`config.mk`:
```
export PLATFORM = sky130hd
export DESIGN_NAME = elevator_ctrl
export DESIGN_NICKNAME = d
export VERILOG_FILES = /design/src/rtl/elevator_pkg.sv /design/src/rtl/elev_timer.sv /design/src/rtl/elevator_ctrl.sv
export SDC_FILE = /design/constraint.sdc
export NUM_CORES = 1
export LEC_CHECK = 0
export CAP_MARGIN = 20
export CELL_PAD_IN_SITES_DETAIL_PLACEMENT = 2
export CELL_PAD_IN_SITES_GLOBAL_PLACEMENT = 2
export CORE_MARGIN = 2
export CORE_UTILIZATION = 32
export CTS_CLUSTER_DIAMETER = 50
export DETAILED_ROUTE_END_ITERATION = 12
export GPL_TIMING_DRIVEN = 0
export PLACE_DENSITY = 0.81
export SYNTH_ARGS = -nofsm -noshare
export SYNTH_HDL_FRONTEND = slang
export SYNTH_HIERARCHICAL = 1
export SYNTH_SLANG_ARGS = --single-unit
```
`constraint.sdc`:
```
create_clock -name clk -period 3.9 [get_ports clk]
set_input_delay 0.78 -clock clk [delete_from_list [all_inputs] [get_ports clk]]
set_output_delay 0.78 -clock clk [all_outputs]
set_load 0.02 [all_outputs]
```
`src/rtl/elevator_pkg.sv`:
```
// rtl/elevator_pkg.sv - shared state encodings, display codes and floor helpers for elevator_ctrl
package elevator_pkg;

  typedef enum logic [2:0] {
    ST_IDLE  = 3'd0,
    ST_DOOR  = 3'd1,
    ST_MOVE  = 3'd2,
    ST_HALT  = 3'd3,
    ST_FAULT = 3'd4
  } state_t;

  localparam logic [2:0] CODE_FAULT     = 3'b000;
  localparam logic [2:0] CODE_HALT      = 3'b111;
  localparam logic [2:0] CODE_STOP_BASE = 3'b000;
  localparam logic [2:0] CODE_MOVE_BASE = 3'b100;

  localparam logic [1:0] FLOOR_BOTTOM = 2'd1;

  // Floors are numbered 1..3; bit (f-1) of a call vector belongs to floor f.
  function automatic logic [2:0] floor_bit(input logic [1:0] f);
    return 3'b001 << (f - FLOOR_BOTTOM);
  endfunction

  // Call bits strictly above (up=1) or strictly below (up=0) floor f.
  function automatic logic [2:0] beyond_mask(input logic [1:0] f, input logic up);
    return up ? (3'b111 << f) : (floor_bit(f) - 3'b001);
  endfunction

  function automatic logic [2:0] code_for(input state_t s, input logic [1:0] f);
    case (s)
      ST_IDLE, ST_DOOR: return CODE_STOP_BASE | {1'b0, f};
      ST_MOVE:          return CODE_MOVE_BASE | {1'b0, f - FLOOR_BOTTOM};
      ST_HALT:          return CODE_HALT;
      default:          return CODE_FAULT;
    endcase
  endfunction

endpackage

```
`src/rtl/elev_timer.sv`:
```
// rtl/elev_timer.sv - loadable saturating down-counter shared by door and travel timing
module elev_timer #(
  parameter int W = 3
) (
  input  logic         clk,
  input  logic         rst,
  input  logic         load_i,
  input  logic         clr_i,
  input  logic [W-1:0] value_i,
  output logic         zero_o
);

  logic [W-1:0] cnt_q, cnt_d;

  always_comb begin
    cnt_d = cnt_q;
    if (clr_i) begin
      cnt_d = '0;
    end else if (load_i) begin
      cnt_d = value_i;
    end else if (cnt_q != '0) begin
      cnt_d = cnt_q - 1'b1;
    end
  end

  always_ff @(posedge clk) begin
    if (rst) begin
      cnt_q <= '0;
    end else begin
      cnt_q <= cnt_d;
    end
  end

  assign zero_o = (cnt_q == '0);

endmodule

```
`src/rtl/elevator_ctrl.sv`:
```
// rtl/elevator_ctrl.sv - 3-floor SCAN elevator controller: call latch, travel/door timing, display code
module elevator_ctrl
  import elevator_pkg::*;
#(
  parameter int TRAVEL_CYCLES = 8,
  parameter int DOOR_CYCLES   = 4
) (
  input  logic       clk,
  input  logic       rst,
  input  logic [2:0] call_req,
  input  logic       estop,
  input  logic       fault,
  output logic [2:0] floor_code,
  output logic       door_open,
  output logic       moving,
  output logic       dir_up,
  output logic [2:0] pending
);

  localparam int MAX_CYCLES = (TRAVEL_CYCLES > DOOR_CYCLES) ? TRAVEL_CYCLES : DOOR_CYCLES;
  localparam int TW         = $clog2(MAX_CYCLES);
  localparam logic [TW-1:0] TRAVEL_LOAD = TW'(TRAVEL_CYCLES - 1);
  localparam logic [TW-1:0] DOOR_LOAD   = TW'(DOOR_CYCLES - 1);

  state_t        state_q, state_d;
  logic [1:0]    floor_q, floor_d, arr_floor;
  logic          dir_q, dir_d;
  logic [2:0]    pend_q, pend_d;
  logic [2:0]    code_q, code_d;
  logic [2:0]    cur_bit, arr_bit, req;
  logic          tmr_load, tmr_clr, tmr_zero;
  logic [TW-1:0] tmr_val;

  elev_timer #(.W(TW)) u_timer (
    .clk     (clk),
    .rst     (rst),
    .load_i  (tmr_load),
    .clr_i   (tmr_clr),
    .value_i (tmr_val),
    .zero_o  (tmr_zero)
  );

  always_comb begin
    state_d   = state_q;
    floor_d   = floor_q;
    dir_d     = dir_q;
    tmr_load  = 1'b0;
    tmr_clr   = 1'b0;
    tmr_val   = DOOR_LOAD;
    cur_bit   = floor_bit(floor_q);
    arr_floor = dir_q ? floor_q + 2'd1 : floor_q - 2'd1;
    arr_bit   = floor_bit(arr_floor);
    // A current-floor call while the door is open only extends the door, it is never queued.
    req       = call_req & ((state_q == ST_DOOR) ? ~cur_bit : 3'b111);
    pend_d    = pend_q | req;

    if (fault || state_q == ST_FAULT) begin
      state_d = ST_FAULT;
      pend_d  = '0;
      tmr_clr = 1'b1;
    end else if (estop) begin
      state_d = ST_HALT;
      tmr_clr = 1'b1;
    end else begin
      case (state_q)
        // IDLE acts on already-latched calls only, giving a two-edge call-to-door latency.
        ST_IDLE: begin
          if ((pend_q & cur_bit) != '0) begin
            state_d  = ST_DOOR;
            pend_d   = pend_d & ~cur_bit;
            tmr_load = 1'b1;
          end else if ((pend_q & beyond_mask(floor_q, dir_q)) != '0) begin
            state_d  = ST_MOVE;
            tmr_load = 1'b1;
            tmr_val  = TRAVEL_LOAD;
          end else if ((pend_q & beyond_mask(floor_q, ~dir_q)) != '0) begin
            state_d  = ST_MOVE;
            dir_d    = ~dir_q;
            tmr_load = 1'b1;
            tmr_val  = TRAVEL_LOAD;
          end
        end
        ST_DOOR: begin
          if ((call_req & cur_bit) != '0) begin
            tmr_load = 1'b1;
          end else if (tmr_zero) begin
            state_d = ST_IDLE;
          end
        end
        ST_MOVE: begin
          if (tmr_zero) begin
            floor_d = arr_floor;
            if ((pend_d & arr_bit) != '0) begin
              state_d  = ST_DOOR;
              pend_d   = pend_d & ~arr_bit;
              tmr_load = 1'b1;
            end else if ((pend_d & beyond_mask(arr_floor, dir_q)) != '0) begin
              tmr_load = 1'b1;
              tmr_val  = TRAVEL_LOAD;
            end else begin
              state_d = ST_IDLE;
            end
          end
        end
        ST_HALT: begin
          state_d = ST_IDLE;
        end
        default: begin
          state_d = ST_FAULT;
        end
      endcase
    end

    code_d = code_for(state_d, floor_d);
  end

  always_ff @(posedge clk) begin
    if (rst) begin
      state_q <= ST_IDLE;
      floor_q <= FLOOR_BOTTOM;
      dir_q   <= 1'b1;
      pend_q  <= '0;
      code_q  <= code_for(ST_IDLE, FLOOR_BOTTOM);
    end else begin
      state_q <= state_d;
      floor_q <= floor_d;
      dir_q   <= dir_d;
      pend_q  <= pend_d;
      code_q  <= code_d;
    end
  end

  assign floor_code = code_q;
  assign door_open  = (state_q == ST_DOOR);
  assign moving     = (state_q == ST_MOVE);
  assign dir_up     = dir_q;
  assign pending    = pend_q;

endmodule

```
# After elaboration in Yosys (flattened, before gate mapping)
# Index checks and enable logic that the tools add are counted.
# totals
regBits	15
inputBits	7
wordCells	106
# classes
add_sub_neg	7
n_eq_ne	7
shift	4
n_mux	49
bitwise_logic	17
reduce_logical	16
# ops
cell	count
3-bit 2-to-1 mux	28
3-bit bitwise AND	9
3-bit nonzero test	7
3-bit by 2-bit == test with 1-bit output (second input constant)	4
3-bit case mux with 2 select lines	2
3-bit case mux with 4 select lines	1
1-bit 2-to-1 mux	11
2-bit 2-to-1 mux	5
3-bit logical NOT	3
3-bit case mux with 3 select lines	1
3-bit by 1-bit subtractor with 3-bit output (second input constant)	3
3-bit by 1-bit == test with 1-bit output (second input constant)	2
3-bit NOT	2
6-bit AND reduction	1
2-bit OR reduction	3
1-bit by 2-bit left shift with 3-bit output (first input constant)	2
3-bit by 2-bit left shift with 3-bit output (first input constant)	2
2-bit by 1-bit subtractor with 2-bit output (second input constant)	3
1-bit NOT	5
3-bit == test (second input constant)	1
3-bit bitwise OR	1
1-bit case mux with 3 select lines	1
2-bit by 1-bit adder with 2-bit output (second input constant)	1
2-bit nonzero test	1
1-bit logical OR	1

# Depth between registers and ports, before layout
# Gate-level depths: netlist of the first run.
# depth
ltp_word	17
mapped_depth	12

# Modules after synthesis
# The synthesis of the first run kept the hierarchy.
# by_module_without_submodules
module	n_inst	cells_each	area_each_um2	seq_area_each_um2
elevator_ctrl	1	141	1103.6	240.2
elev_timer	1	21	183.9	60.1

# Worst setup path after synthesis of the first run
# No wires, ideal clock.
# synth_timing
kind	flip-flop to flip-flop
start	reg floor_q[0]
end	reg u_timer.cnt_q[0]
arrival_ps	3012
required_time_ps	3788
slack_ps	776
stages_incl_launch_ff	13
n_path_buf	0
synth_period_minus_slack_ps	3124
cell_sequence	dfxtp_1 inv_1 ha_1 xnor2_1 inv_1 ha_1 nand2b_1 a221o_1 o221ai_2 o21ai_1 a211oi_1 nor2_1 a2111oi_1
# synth_via
elab_chain_len	15
elab_cells_between_ends	48
# synth_lines
element	line	source
start, declared	elevator_ctrl.sv:26	logic [1:0] floor_q, floor_d, arr_floor;
start signal, assigned	elevator_ctrl.sv:126	floor_q <= floor_d;
2-bit by 1-bit subtractor with 2-bit output / 2-bit by 1-bit adder with 2-bit output (equally long branches)	elevator_pkg.sv:21, elevator_ctrl.sv:51	
2-bit 2-to-1 mux / 1-bit by 2-bit left shift with 3-bit output (equally long branches)	elevator_ctrl.sv:51, elevator_pkg.sv:21	
2-bit by 1-bit subtractor with 2-bit output / 3-bit NOT (equally long branches)	elevator_pkg.sv:21, elevator_ctrl.sv:54	
1-bit by 2-bit left shift with 3-bit output / 3-bit 2-to-1 mux (equally long branches)	elevator_pkg.sv:21, elevator_ctrl.sv:54	
3-bit by 1-bit subtractor with 3-bit output / 3-bit bitwise AND (equally long branches)	elevator_pkg.sv:26, elevator_ctrl.sv:54	
3-bit 2-to-1 mux / 3-bit bitwise OR (equally long branches)	elevator_pkg.sv:26, elevator_ctrl.sv:55	
3-bit bitwise AND	elevator_ctrl.sv:97	end else if ((pend_d & beyond_mask(arr_floor, dir_q)) != '0) begin
3-bit nonzero test	elevator_ctrl.sv:97	
1-bit 2-to-1 mux	elevator_ctrl.sv:97	
1-bit 2-to-1 mux	elevator_ctrl.sv:93	if ((pend_d & arr_bit) != '0) begin
1-bit 2-to-1 mux	elevator_ctrl.sv:91	if (tmr_zero) begin
1-bit case mux with 3 select lines (*)	elevator_ctrl.sv:65	case (state_q)
1-bit 2-to-1 mux (*)	elevator_ctrl.sv:61	end else if (estop) begin
1-bit 2-to-1 mux (*)	elevator_ctrl.sv:57	if (fault || state_q == ST_FAULT) begin
via tmr_load	elevator_ctrl.sv:31	logic tmr_load, tmr_clr, tmr_zero;
3-bit 2-to-1 mux / 2-bit nonzero test (equally long branches)	n/a	
end signal, assigned	elev_timer.sv:30	cnt_q <= cnt_d;
end, declared	elev_timer.sv:13	logic [W-1:0] cnt_q, cnt_d;
# The timed path passes the listed nets; every way through them passes the cells marked *.
# A chain may end at the register's enable or synchronous reset.

# Worst setup path after layout of the first run
# Same ends and word-level chain as after synthesis.

==> results of run 1 <==
[metal layers]
layer | vias up | global-route usage
li1 | 622 | -
met5 | - | 0
met1 | 642 | 0.2391
met3 | 7 | 0.03667
met2 | 23 | 0.3651
met4 | 0 | 0.06378
[logic make-up after synthesis]
logic type,after synthesis,share of synthesized area
other,1,0.002913
and+or+nand+nor,61,0.2789
buffers and inverters,21,0.07191
DFF,15,0.2332
AOI/OAI and AO/OA,48,0.2682
adders and majority gates,12,0.1166
muxes,1,0.007775
xor gates and xnor gates,3,0.02041
[final cells by class]
cell class                 count  area, µm²  area share
sequential                    15      300.3      0.1923
inverter                      15      56.30     0.03606
clock buffer                   4      45.04     0.02885
buffer                         6      36.28     0.02324
multi-input combinational    127      910.9      0.5833
timing repair buffer          15      150.1     0.09615
tap                           50      62.56     0.04006
[through the flow]
step / utilization / instances / hold WS, ns / setup TNS (ns)
after floorplan: - / 163 / 0.4981 / 0
after global placement: 0.3815 / 228 / 0.5080 / 0
after detailed placement: 0.3815 / 228 / 0.5358 / -0.2644
after global routing: 0.3961 / 232 / 0.5520 / 0
final: 0.3961 / 232 / 0.5408 / 0
after CTS: 0.3942 / 232 / 0.5450 / 0
[power by group]
part / switching (mW) / total [mW] / internal [mW]
clock network: 0.0584 / 0.131 / 0.0725
logic: 0.0517 / 0.0905 / 0.0388
registers: 0.00735 / 0.166 / 0.159
total: 0.118 / 0.388 / 0.270
[flip-flops by register name, indices dropped and copies added, names as in the netlist]
name / count
floor_code: 3
u_timer/cnt_q: 3
floor_q: 2
state_q: 3
pending: 3
dir_up: 1
[path summary, 6_finish.rpt]
kind	slack, ns	cells after the start	to	from
max	0.39	12	u_timer/cnt_q[0]	floor_q[0]
min	0.54	2	u_timer/cnt_q[1]	u_timer/cnt_q[1]
max reg2reg	0.39	12	u_timer/cnt_q[0]	floor_q[0]
min reg2reg	0.54	2	u_timer/cnt_q[1]	u_timer/cnt_q[1]
[cells in the mapped netlist (all sizes together), types with 3 or more instances]
| cell | number |
|---|---|
| a2111oi | 5 |
| a211oi | 6 |
| a21oi | 8 |
| a22oi | 3 |
| buf | 5 |
| dfxtp | 15 |
| ha | 12 |
| inv | 15 |
| nand2 | 11 |
| nand2b | 4 |
| nand3 | 5 |
| nand4 | 3 |
| nor2 | 13 |
| nor2b | 5 |
| nor3b | 4 |
| o21ai | 12 |
| or2 | 4 |
| xnor2 | 3 |
[worst max-delay path: cells and delay by family, from the launching register on]
family / cells / cell delay (ns)
buffers and inverters: 2 / 0.29
and+or+nand+nor: 2 / 0.14
DFF: 1 / 0.51
xor gates and xnor gates: 1 / 0.31
adders and majority gates: 2 / 0.67
AOI/OAI and AO/OA: 5 / 1.45
==> impl_metrics.tcl, run 1 <==
set metrics [dict create \
    cts_tree "yes" \
    cts_root_buf "clkbuf_8" \
    cts_max_path_buffers 2 \
    rows 23 \
    drc 0 \
    routed_wl_um 4164 \
    relSlewSlack 0.6201 \
    die_w_um 67.43 \
    grt_usage 0.2016 \
    ys.flop_type "dfxtp_1" \
    critPathCaptureType "flop" \
    ant_nets 0 \
    timing.fmax_ghz 0.2850 \
    drtPass1Iterations 4 \
    crit_fanout 8 \
    start_kind "flop" \
    antenna_found_initial 0 \
    rsz0062_at_grt "no" \
    pin_count 16 \
    place_area_um2 1504 \
    timing.final.ws_setup_ns 0.3909 \
    gp_congestion 0.8174 \
    wire_per_inst_um 17.95 \
    cts_made_buffers 3 \
    ys_types 52 \
    syn_area_per_cell_um2 7.947 \
    port_buffers 15 \
    synth-seq-cells 15 \
    cts_setup_buffers 0 \
    grt_pass1_wl_um 6755 \
    syn2layout_area_growth_pct 21.28 \
    grt_overflow_total 0 \
    clock_latency_ns 0.25 \
    synth_top_area_share 0.2332 \
    highest_layer "met4" \
    ys_warn_count 6 \
    synth_top_area_cell "dfxtp_1" \
    tightestPinTransition_ns 0.5647 \
    min_period_ns 3.509 \
    dpl.hpwl_um 3350 \
    vias 1294 \
    setup_violations 0 \
    slowest_delay_ns 0.51 \
    grt_pass1_vias 1380 \
    viasPerCell 5.578 \
    met2_length_um 2197 \
    arrival_ns 3.64 \
    min_path_type "flop to flop" \
    crit_slowest_cell "dfxtp_1" \
    drive_gt1_frac 0.1044 \
    clk_pin_slew_worst_paths_ns 0.07 \
    synthArstFlopShare 0 \
    fill_cells 455 \
    clock-sinks 15 \
    worstPathRequired_ns 4.03 \
    hold_violations 0 \
    drv_cap 0 \
    cp_cell_sequence "inv_1 > ha_1 > xnor2_2 > inv_1 > ha_1 > nand2b_1 > a221o_1 > o221ai_2 > o21ai_1 > a211oi_2 > nor2_1 > a2111oi_1" \
    met3WireLength_um 100 \
    met1_length_um 1829 \
    min_period_over_period 0.8998 \
    pre_cts_ws_ns -0.1694 \
    drtIter0Drc 59 \
    criticalPathCategory "flop to flop" \
    status "finished, final reports clean" \
    synth.top_cells.by_area "dfxtp_1, ha_1, inv_1" \
    p_leak_nw 0.6066 \
    final_max_slew_viol_count 0 \
    htree_levels 1 \
    grt_max_degree 13 \
    die_y_um 67.43 \
    ir_drop_uv 112.1 \
    synthesis.area_um2 1287 \
    fin_area_um2 1562 \
    synth_cells 162 \
    finalNetCount 202 \
    start_util 0.3266 \
    ctsHoldBuffers 0 \
    diodes 0 \
    skew_ns 0.004878 \
    cts_resized 1 \
    power_density_nw_per_um2 248.3 \
    seq_area_frac_synth 0.2332 \
    synth_edf_count 0 \
    core_area_um2 3943 \
    finalPower_mw 0.3878 \
    die_area_um2 4547 \
    final_cell_mix "dfxtp_1, clkdlybuf4s50_1, inv_1" \
]
No activity file was read; power rests on OpenSTA's default activity.
==> run 2, diff against run 1 <==
Settings changed: CORE_MARGIN 2 to 1.5, SYNTH_HIERARCHICAL 1 to not set.
==> run 2 against run 1 <==
Largest power group unchanged; largest cell class unchanged; via count increased by 2.6%; critical path type unchanged; final cell count decreased by 0.43%; synthesized cell count increased by 1.2%; first-iteration DRC count decreased by 10%.
==> impl_metrics.tcl, run 2 <==
set metrics [dict create \
    status "finished, final reports clean" \
    ir_drop_uv 111.6 \
    cp_cell_sequence "clkbuf_1 > inv_1 > ha_1 > xnor2_1 > inv_1 > ha_1 > o21ai_0 > a21oi_1 > o311ai_2 > nand2_1 > o31ai_1 > nor3_2" \
    dpl.hpwl_um 3591 \
    grt_busiest_layer "met2" \
    grt_pass1_wl_um 7376 \
    crit_fanout 8 \
    holdWs_ns 0.6347 \
    cts_setup_buffers 0 \
    regArea_um2 300.3 \
    final_cell_mix "dfxtp_1, clkdlybuf4s50_1, inv_1" \
    pre_cts_ws_ns 0.7443 \
    relSlewSlack 0.6069 \
    power_density_nw_per_um2 253.2 \
    cts_root_buf "clkbuf_8" \
    die_y_um 66.56 \
    port_buffers 15 \
    tns_ns 0 \
    fill_cells 423 \
    timing.final.ws_setup_ns 0.7601 \
    ys.flop_type "dfxtp_1" \
    finalPower_mw 0.3922 \
    die_area_um2 4430 \
    met3_usage 0.03041 \
    setup_violations 0 \
    core_area_um2 3771 \
    slowest_delay_ns 0.40 \
    yosysMostFrequentCell "dfxtp_1" \
    clk_pin_slew_worst_paths_ns 0.07 \
    worstPathRequired_ns 4.04 \
    seq_area_frac_synth 0.2323 \
    drc 0 \
    cts_tree "yes" \
    timing.fmax_ghz 0.3185 \
    wire_per_inst_um 19.08 \
    min_path_type "flop to flop" \
    cts_max_path_buffers 2 \
    antenna_found_initial 0 \
    drtIter0Drc 53 \
    drive_gt1_frac 0.08743 \
    synth_edf_count 0 \
    skew_ns 0.001029 \
    crit_slowest_cell "dfxtp_1" \
    pin_count 16 \
    die_w_um 66.56 \
    start_util 0.3427 \
    grt_overflow_total 0 \
    min_period_over_period 0.8051 \
    vias 1328 \
    finalNetCount 203 \
    cts_made_buffers 3 \
    viasPerCell 5.749 \
    clock-sinks 15 \
    ant_nets 0 \
    grt_pass1_vias 1417 \
    ctsHoldBuffers 0 \
    drv_cap 0 \
    multi_input_area_um2 899.6 \
    ys_warn_count 0 \
    routed_wl_um 4407 \
    rsz0062_at_grt "no" \
    start_kind "flop" \
    tightestPinTransition_ns 0.5842 \
    use_met2 0.3863 \
    synth-seq-cells 15 \
    synth.top_cells.by_area "dfxtp_1, ha_1, inv_1" \
    htree_levels 1 \
    arrival_ns 3.28 \
    clock_latency_ns 0.25 \
    diodes 0 \
    ys_types 51 \
    min_period_ns 3.140 \
    syn_area_per_cell_um2 7.881 \
    synthArstFlopShare 0 \
    cts_resized 0 \
    grt_usage 0.2232 \
    p_leak_nw 0.6349 \
    synthesis.area_um2 1292 \
    syn2layout_area_growth_pct 19.85 \
    final_max_slew_viol_count 0 \
    grt_max_degree 11 \
    synth_commonest_cells "dfxtp_1, inv_1, nand2_1" \
    synth_cells 164 \
    criticalPathCategory "flop to flop" \
    hold_violations 0 \
    critPathCaptureType "flop" \
    rows 22 \
    drtPass1Iterations 4 \
    grt_util_met1 0.2944 \
    synth_nets 183 \
    final_util 0.4108 \
    synth_top_area_cell "dfxtp_1" \
    gp_congestion 0.8148 \
    synth_top_area_share 0.2323 \
]
[run 2: cell count changes after synthesis, sizes merged, moves of 4 or more]
cell     previous run  this run
a2111oi             5         0
nor3                2         6
nor2               13         8
nand3               5         1
clkbuf              1         5
o22ai               0         6
[run 2: stage by stage]
step,instances,cell area [µm²]
floorplan,164,1292
global placement,227,1503
detailed placement,227,1503
CTS,231,1549
global route,231,1549
finish,231,1549
[run 2: final timing paths]
kind,startpoint,to,slack (ns),cells past startpoint
min,u_timer.cnt_q[0],u_timer.cnt_q[0],0.63,2
min reg2reg,u_timer.cnt_q[0],u_timer.cnt_q[0],0.63,2
max,floor_q[0],floor_code[1],0.76,12
max reg2reg,floor_q[0],floor_code[1],0.76,12
[run 2: logic make-up (layout without fill, tap and decap cells)]
kind of cell	after synthesis	after routing	synth area share
xor gates and xnor gates	3	3	0.02033
DFF	15	15	0.2323
AOI/OAI and AO/OA	50	50	0.2682
adders and majority gates	12	12	0.1162
buffers and inverters	22	41	0.07164
muxes	3	3	0.02420
and+or+nand+nor	59	59	0.2672
[run 2: cell type report]
cell class                 instances  share of cell area
buffer                             8             0.02585
clock buffer                       3             0.02666
clock inverter                     1            0.003231
inverter                          14             0.03393
multi-input combinational        127              0.5808
sequential                        15              0.1939
tap                               48             0.03877
timing repair buffer              15             0.09693
[run 2: per-layer routing]
metal,wire length (µm),vias to the layer above
met5,0,-
met4,45,0
met3,72,6
met2,2213,13
met1,2076,673
li1,-,636
[run 2: critical path, delay by kind of cell, from the launching register on]
family                     cells  cell delay, ns
buffers and inverters          3            0.62
xor gates and xnor gates       1            0.32
adders and majority gates      2            0.58
AOI/OAI and AO/OA              4            0.88
and+or+nand+nor                2            0.23
DFF                            1            0.40
[run 2: power by group]
part	switching, mW	internal (mW)
clock	0.0606	0.0709
sequential	0.00554	0.159
combinational	0.0576	0.0387
total	0.124	0.269
==> variant, RTL diff (settings of run 2) <==
Re-encode `state_t` (5 states) as one-hot, 5 bits wide.
--- a/src/rtl/elevator_pkg.sv
+++ b/src/rtl/elevator_pkg.sv
@@ -1,12 +1,12 @@
 // rtl/elevator_pkg.sv - shared state encodings, display codes and floor helpers for elevator_ctrl
 package elevator_pkg;
 
-  typedef enum logic [2:0] {
-    ST_IDLE  = 3'd0,
-    ST_DOOR  = 3'd1,
-    ST_MOVE  = 3'd2,
-    ST_HALT  = 3'd3,
-    ST_FAULT = 3'd4
+  typedef enum logic [4:0] {
+    ST_IDLE  = 5'b00001,
+    ST_DOOR  = 5'b00010,
+    ST_MOVE  = 5'b00100,
+    ST_HALT  = 5'b01000,
+    ST_FAULT = 5'b10000
   } state_t;
 
   localparam logic [2:0] CODE_FAULT     = 3'b000;
Behaviour: same outputs for any inputs over 10 cycles, from zero or initial values and one cycle with rst high; not proved beyond that.
==> variant against run 2 <==
Routed wire length is 13% higher; highest routed layer unchanged; count of clock-buffer cells in the layout did not move; sequential power rose by 13%; sequential cell count increased by 2; final area up 12%; setup slack got worse by 0.092 ns; total power increased by 3.7%; area after synthesis rose by 14%; critical path depth is 2 lower; synthesized cell count is 14% higher.
==> variant: results (changes against run 2) <==
* Share of cells above drive strength 1 at 0.117 (+0.0291)
* Placed Area at 1690 µm² (+12%)
* Top area cells in the synthesized netlist: dfxtp_1 23%, ha_1 9.4%, nor2_1 5.4%
* Pin count of the biggest net entering global routing at 11 (unchanged)
* GP Congestion at 0.833 (+2.3%)
* Worst Reg2Reg Path Length in Cells at 10 (-2)
* Synth cell types at 54 (+5.9%)
* Post-DP HPWL at 4050 µm (+13%)
* Global Route Usage Sum at 0.210 (-0.0137)
* Mux share of post-synthesis cell area at 0.0289 (+0.00473)
* Hold Crit Class: flop to flop
* Met2 usage at 0.377 (-0.00930)
* XOR/XNOR Fraction of Synth Area at 0.0357 (+0.0154)
* Mapped Nets at 205 (+12%)
* Fin nets at 225 (+11%)
* Worst Path Arrival at 3.37 ns (+0.09 ns)
* Total Wirelength at 4970 µm (+13%)
* Post-synthesis sequential area ratio at 0.231 (-0.000844)
* Worst vdd ir at 0.0967 mV (-13%)
* FF-to-FF End: floor_code[0]
* Status: completed
* Hold_sp: u_timer.cnt_q[0]
* DR vias/cell at 5.64 (-1.9%)
* Iteration-0 DRC Markers at 79 (+49%)
* Reg2Reg Setup Slack at 0.67 ns (-0.09 ns)
* H-tree depth at 1 (unchanged)
* First-pass GRT wire length at 8310 µm (+13%)
* Worst-case clock skew at 0.00172 ns (+0.000694 ns)
* Adder-cell share of the synthesized area at 0.0936 (-0.0225)
* Worst-margin pin slew at 0.796 ns (+0.211 ns)
* Leading cell types by count after synthesis: 21 x nor2_1, 19 x nand2_1, 17 x dfxtp_1, 17 x inv_1
* Max Freq at 309 MHz (-2.9%)
variant: cell types whose count changed in the layout (fill, tap and decap cells not counted), moves of 3 or more:
cell and change:
a21oi_1 +5, a211oi_1 -4, or3_1 -3, nor4_1 -4, o22ai_1 -5, nand2_1 +6
inv_1 +3, nor2_1 +13
variant: area by class of cell:
| type | instances | area share |
|---|---|---|
| inverter | 17 | 0.0368 |
| timing repair buffer | 15 | 0.0867 |
| clock buffer | 3 | 0.0238 |
| clock inverter | 1 | 0.00289 |
| tap | 52 | 0.0376 |
| multi-input combinational | 145 | 0.585 |
| sequential | 17 | 0.197 |
| buffer | 8 | 0.0303 |
variant: critical path: stages, from the launching register on:
cell and delay (ns):
dfxtp_1 0.52, inv_1 0.22, ha_1 0.39, xnor2_1 0.37, inv_1 0.16, ha_1 0.23
a221o_1 0.40, o21bai_4 0.22, a21oi_2 0.18, nor2_1 0.08, a311o_1 0.34
variant: through the flow:
stage	utilization	hold WS (ns)	setup WS, ns	instances
5_1_grt	0.395	0.630	0.469	258
3_5_place_dp	0.384	0.592	0.636	254
4_1_cts	0.395	0.610	0.668	258
2_1_floorplan	-	0.551	1.19	187
3_3_place_gp	0.384	0.569	0.746	254
6_report	0.395	0.596	0.668	258
variant: worst max path at each step:
stage                     start                to  slack (ns)
floorplan            floor_q[0]  u_timer.cnt_q[1]        1.19
global placement    call_req[2]     floor_code[0]        0.75
detailed placement  call_req[2]     floor_code[0]        0.64
CTS                  floor_q[0]     floor_code[0]        0.67
global route         floor_q[0]  u_timer.cnt_q[1]        0.47
finish               floor_q[0]     floor_code[0]        0.67
variant: cell families after synthesis:
kind of cell	Yosys count
buffers and inverters	25
multiplexers	4
AND/OR/NAND/NOR	65
AO/OA/AOI/OAI	59
adder cells (fa/ha/maj)	11
flip-flops	17
XOR/XNOR	6
variant: power breakdown:
group,internal [mW],switching (mW),leakage (nW)
logic,0.0340,0.0479,0.540
registers,0.179,0.00659,0.139
clock network,0.0711,0.0682,0.0255
variant: metal layers:
| metal | vias to the layer above | routed length [µm] |
|---|---|---|
| met4 | 0 | 59 |
| met1 | 723 | 2320 |
| li1 | 708 | - |
| met5 | - | 0 |
| met2 | 18 | 2430 |
| met3 | 6 | 159 |
